$ cat config.mk
export PLATFORM = sky130hd
export DESIGN_NAME = io_ws
export DESIGN_NICKNAME = d
export VERILOG_FILES = /design/src/rtl/io_ws.sv
export SDC_FILE = /design/constraint.sdc
export NUM_CORES = 1
export LEC_CHECK = 0
export ABC_AREA = 1
export BUFFER_PORTS_ARGS = -buffer_cell sky130_fd_sc_hd__buf_4
export CAP_MARGIN = 5
export CORE_MARGIN = 2
export CORE_UTILIZATION = 50
export CTS_CLUSTER_DIAMETER = 80
export DETAILED_ROUTE_END_ITERATION = 10
export GPL_TIMING_DRIVEN = 0
export PLACE_DENSITY = 0.79
export SLEW_MARGIN = 40
export SYNTH_ARGS = -nofsm -noshare
export SYNTH_HDL_FRONTEND = slang
export SYNTH_SLANG_ARGS = --single-unit
$ cat constraint.sdc
create_clock -name clk -period 1.6 [get_ports clk]
set_input_delay 0.16 -clock clk [delete_from_list [all_inputs] [get_ports clk]]
set_output_delay 0.16 -clock clk [all_outputs]
set_load 0.01 [all_outputs]
$ cat src/rtl/io_ws.sv
// io_ws -- CPU bus I/O decoder with internal control register and wait states.
//
// Decodes the 16-bit CPU address into ROM / low-RAM / high-RAM chip selects,
// N_WIN banked 4 KiB high-RAM windows from 0xA000, and the 0xFFxx I/O page
// (keyboard, LCD, control register, reserved). The control register (CR) is
// held here. A per-device wait-state counter stretches n_rdy for slow
// peripherals.
//
// Ports:
//   clk        system clock, rising edge
//   n_rst      asynchronous active-low reset
//   a          CPU address
//   n_oe/n_we  read / write strobes, active low
//   d_in       CPU write data (CR writes)
//   d_out      CR read-back data (0 when not reading CR)
//   d_oe       high while d_out must drive the bus
//   cr         current CR value
//   n_rdy      high = not ready (unmapped address or wait state)
//   n_rom_cs, n_raml_cs, n_ramh_cs  memory chip selects, active low
//   n_kb_oe    keyboard read enable, active low
//   kb_cp      keyboard latch clock (rises at end of write)
//   lcd_e      LCD enable, active high
module io_ws #(
  parameter int unsigned N_WIN    = 5,
  parameter int unsigned KB_WS    = 0,
  parameter int unsigned LCD_WS   = 3,
  parameter logic [7:0]  CR_RESET = 8'h00
) (
  input  logic        clk,
  input  logic        n_rst,
  input  logic [15:0] a,
  input  logic        n_oe,
  input  logic        n_we,
  input  logic [7:0]  d_in,
  output logic [7:0]  d_out,
  output logic        d_oe,
  output logic [7:0]  cr,
  output logic        n_rdy,
  output logic        n_rom_cs,
  output logic        n_raml_cs,
  output logic        n_ramh_cs,
  output logic        n_kb_oe,
  output logic        kb_cp,
  output logic        lcd_e
);

  localparam logic [3:0] KB_W  = 4'(KB_WS);
  localparam logic [3:0] LCD_W = 4'(LCD_WS);

  logic        strb;
  logic        strb_q;
  logic [15:0] a_q;
  logic        start;
  logic [3:0]  cnt;
  logic [3:0]  dev_ws;
  logic        busy;
  logic        wr_done;
  logic        commit;

  logic        in_low;
  logic        in_mid;
  logic        in_io;
  logic        in_win;
  logic [2:0]  win_idx;
  logic [7:0]  win_en;
  logic        win_hit;
  logic        unmapped;

  logic        kb_sel;
  logic        lcd_sel;
  logic        cr_sel;
  logic        cr_rd;

  assign strb  = ~n_oe | ~n_we;
  // A new access begins on a strobe rising or on an address change mid-strobe.
  assign start = strb & (~strb_q | (a != a_q));

  // Region decode
  assign in_low  = ~a[15];
  assign in_mid  = (a[15:13] == 3'b100);
  assign in_io   = (a[15:8] == 8'hFF);
  assign in_win  = a[15] & ~in_mid & ~in_io;
  // 0xA..0xF in a[15:12] maps to window 0..5 (0xF window stops at 0xFEFF).
  assign win_idx = a[14:12] - 3'd2;

  // Window k is enabled by cr[3+k]; windows beyond N_WIN never respond.
  genvar gi;
  generate
    for (gi = 0; gi < 8; gi++) begin : g_win
      if (gi < N_WIN) begin : g_on
        assign win_en[gi] = cr[3+gi];
      end else begin : g_off
        assign win_en[gi] = 1'b0;
      end
    end
  endgenerate

  assign win_hit  = in_win & win_en[win_idx];
  assign unmapped = in_win & ~win_en[win_idx];

  // I/O page, selected by a[2:1]; select 3 is reserved and does nothing.
  assign kb_sel  = in_io & (a[2:1] == 2'd0);
  assign lcd_sel = in_io & (a[2:1] == 2'd1);
  assign cr_sel  = in_io & (a[2:1] == 2'd2);

  assign dev_ws = kb_sel ? KB_W : (lcd_sel ? LCD_W : 4'd0);

  // The start cycle itself counts as the first wait cycle, hence W-1 below.
  assign busy  = n_rst & (start ? (dev_ws != 4'd0) : (cnt != 4'd0));
  assign n_rdy = unmapped | busy;

  assign n_rom_cs  = in_low ? cr[0] : 1'b1;
  assign n_raml_cs = in_low ? ~cr[0] : 1'b1;
  assign n_ramh_cs = ~(in_mid | win_hit);

  // Simultaneous n_oe/n_we: reads win for n_kb_oe/d_oe, writes win for kb_cp/CR.
  assign n_kb_oe = kb_sel ? n_oe : 1'b1;
  assign kb_cp   = kb_sel ? n_we : 1'b1;
  assign lcd_e   = lcd_sel & strb;

  assign cr_rd = cr_sel & ~n_oe;
  assign d_oe  = cr_rd;
  assign d_out = cr_rd ? cr : 8'h00;

  // wr_done limits a held write strobe to a single CR commit.
  assign commit = cr_sel & ~n_we & ~n_rdy & ~wr_done;

  always_ff @(posedge clk or negedge n_rst) begin
    if (!n_rst) begin
      strb_q  <= 1'b0;
      a_q     <= 16'h0000;
      cnt     <= 4'd0;
      wr_done <= 1'b0;
      cr      <= CR_RESET;
    end else begin
      strb_q <= strb;
      a_q    <= a;
      // A new access restarts the count for the newly addressed device.
      if (start) begin
        cnt <= (dev_ws != 4'd0) ? (dev_ws - 4'd1) : 4'd0;
      end else if (cnt != 4'd0) begin
        cnt <= cnt - 4'd1;
      end
      if (commit) begin
        cr <= d_in;
      end
      if (!strb) begin
        wr_done <= 1'b0;
      end else if (commit) begin
        wr_done <= 1'b1;
      end
    end
  end

endmodule

==> results.md <==
* Drt via density at ~4.6
* Placer Congestion at 0.736
* Die Y-Extent at just over 60 µm
* Die W at between 60 and 70 µm
* CTS Sinks at 30
* Initial antenna violation count at 0
* Worst EP arrival at about 1700 ps
* CORE AREA at around 3000 µm²
* CTS buffer count at 5
* Setup CP Type: flip-flop to output port
* EDFF count, synth at 0
* Synth area leaders: dfrtp_1 (47%), nand2_1 (15%), inv_1 (7.7%)
* Pleak at between 0.001 and 0.0015 µW
* Final Hold Viols at 0
* Worst slack, placed at -36.4 ps
* CTS tree: built
* Largest area contributor in the netlist: dfrtp_1
* Via count of the first global-routing pass at between 1000 and 1500
* Layout area overhead at 48.7%
* Setup violations, final at 10
* Post-synth top area share at between 40% and 50%
* Post-Syn Nets at around 240
* Clock latency on the worst-skew pair at approximately 340 ps
* Violated checks: negative setup slack
* Largest net degree at the start of global routing at 32
* Root Driver: clkbuf_4
* Via count at 1539
* Sequential cell area at around 750 µm²
* Drt initial violations at 38
* Max cap viols at 0
* Post-route clock period utilization at 117%
* Worst-path maximum fanout at 3
* Post-Syn Instances at slightly above 200
* Antenna cells at 0
* Post-synth top cells: nand2_1 (64), inv_1 (33), dfrtp_1 (30)
* Slew Limit Fails at 0
* Final clock skew at about 5.7 ps
* Peak VDD IR at around 0.66 mV
* Seq/Total Area, Yosys at around 47%
* Status: complete, but fails checks
* Reg2reg setup slack at -270 ps
* Final wirelength at approximately 3.7 mm
* RR Startpoint: a_q[11]$_DFF_PN0_
* Synth Cell Area at between 1500 and 2000 µm²
* Final setup margin at -272 ps
* Yosys cell types at 27
* Yosys warning total at 0
* Initial Utilization at between 50 and 60%
* First-pass GRT wire length at 6.21 mm
* Asr flop ratio synth at between 90% and 100%
* Primary FF master, synth: dfrtp_1
* Hold depth at 3
* Drt pass-1 iters at 4
* Fin cells at 333
* DRC errors left at 0
* Pwr Density at around 640 nW/µm²
* Hold path endpoint: cr[0]$_DFFE_PN0P_
* Clock Path Buffers at 2
* Clk slew on worst S/H paths at ~90 ps
* Path depth of the worst reg2reg path at 14
* Fmax at between 500 and 600 MHz
* Min-delay src: d_in[0]
* Placed cell count at 300
* Period minus WS final at 1870 ps
* Final ANT Viol Nets at 0
* Multi-input combinational cell area at 747 µm²
* Input/output buffers at 51
* Site row count at 20
* Filler cells at around 230
* Grt total ovfl at 0
* Worst r2r dst: cr[6]$_DFFE_PN0P_
* Unrepaired setup endpoints after global routing: yes
* Tot GR Track Use at 23.2%
* Worst Hold Class: input port to flip-flop
* H-Tree Level Count at 2
* Most common cell in the netlist: nand2_1
* Avg WL per Cell at ~11 µm
* Worst-Margin Slew at 452 ps
* Req. time, crit path at ~1400 ps
* Layout Nets at 319
* Yosys reg bits at 30
* I/O pins at 52
* Share of layout cells above drive strength 1 at between 30% and 40%
* Post-DP HPWL at 2.51 mm
* CP endpoint kind: output port
* Die area at 3670 µm²
* Syn_area_per_cell at ~8 µm²
* Relative slew slack at 69.6%
* Startpoint Class: flip-flop
==> layout make-up <==
cell class                 instances  share of cell area (%)
timing repair buffer              78                    26.9
clock inverter                     2                   0.421
tap                               44                    2.31
multi-input combinational        137                    31.4
clock buffer                       5                    1.58
inverter                          37                    5.84
sequential                        30                    31.6
==> logic make-up after synthesis <==
kind of cell / Yosys count / synth area share (%)
buffers and inverters: 38 / 9.00
XOR/XNOR: 5 / 2.74
adder cells (fa/ha/maj): 2 / 1.56
AO/OA/AOI/OAI: 15 / 5.09
flip-flops: 30 / 46.9
AND/OR/NAND/NOR: 115 / 34.7
==> critical path: stages, from the launching register on <==
cell	delay [ps]
dfrtp_1	390
nand2_1	60
nand2_1	60
nor2_2	100
nand3_1	90
nor2_2	150
nand2_2	120
nand2_4	90
nand2_4	60
nand3_4	70
nand2_2	60
buf_6	120
==> flip-flops by register name (all words and copies together), names as in the netlist <==
name and flops:
cr 8, strb_q 1, wr_done 1, cnt 4, a_q 16
==> power by group <==
part / internal (µW) / switching (µW)
registers: 790 / 16.8
clock network: 157 / 252
logic: 157 / 155
==> through the flow <==
| stage | cell area (µm²) | TNS, ps | utilization (%) | hold WS [ps] | total power (µW) |
|---|---|---|---|---|---|
| after floorplan | 1600 | 0 | - | -136 | 950 |
| after global placement | 2040 | 0 | 66.7 | 121 | 1070 |
| after detailed placement | 2040 | -189 | 66.7 | 117 | 1070 |
| after CTS | 2310 | -1420 | 75.8 | 12.8 | 1520 |
| after global routing | 2380 | -4360 | 77.9 | 5.43 | 1620 |
| final | 2380 | -2320 | 77.9 | 11.3 | 1530 |
==> worst max-delay path by stage <==
stage | from | slack, ps | endpoint
2_1_floorplan | a_q[11]$_DFF_PN0_ | 160 | cr[0]$_DFFE_PN0P_
3_3_place_gp | a[12] | 1 | cr[6]$_DFFE_PN0P_
3_5_place_dp | a[12] | -40 | cr[7]$_DFFE_PN0P_
4_1_cts | a_q[9]$_DFF_PN0_ | -260 | n_rdy
5_1_grt | a_q[7]$_DFF_PN0_ | -440 | n_rdy
6_report | a_q[11]$_DFF_PN0_ | -270 | n_rdy
==> layer usage <==
metal	GRT usage [%]	vias to the layer above	part of all wire (%)
met1	29.2	699	44
met4	8.39	0	1.2
met3	5.54	5	5.1
met5	0	-	0
met2	39.1	39	50
li1	-	796	-
==> cell usage in the layout (no fill, tap or decap), types with 3 or more instances in the layout <==
cell type and count:
buf_4 58, buf_6 3, clkbuf_4 5, dfrtp_1 30, dlygate4sd3_1 17, inv_1 31
inv_2 5, nand2_1 60, nand2_2 6, nand3_1 6, nand3_4 3, nor2_1 22
nor2_2 4, nor3_1 3, o21ai_1 6, xnor2_1 5
==> repair_timing <==
action                                  4_1_cts  5_1_grt
setup buffers                                 6        5
resized for setup                             5       18
hold buffers                                 17        0
pin swaps                                     5        9
endpoints found under the setup margin       10       23
endpoints found under the hold margin        46        0
Power figures use the tool's default switching activity.
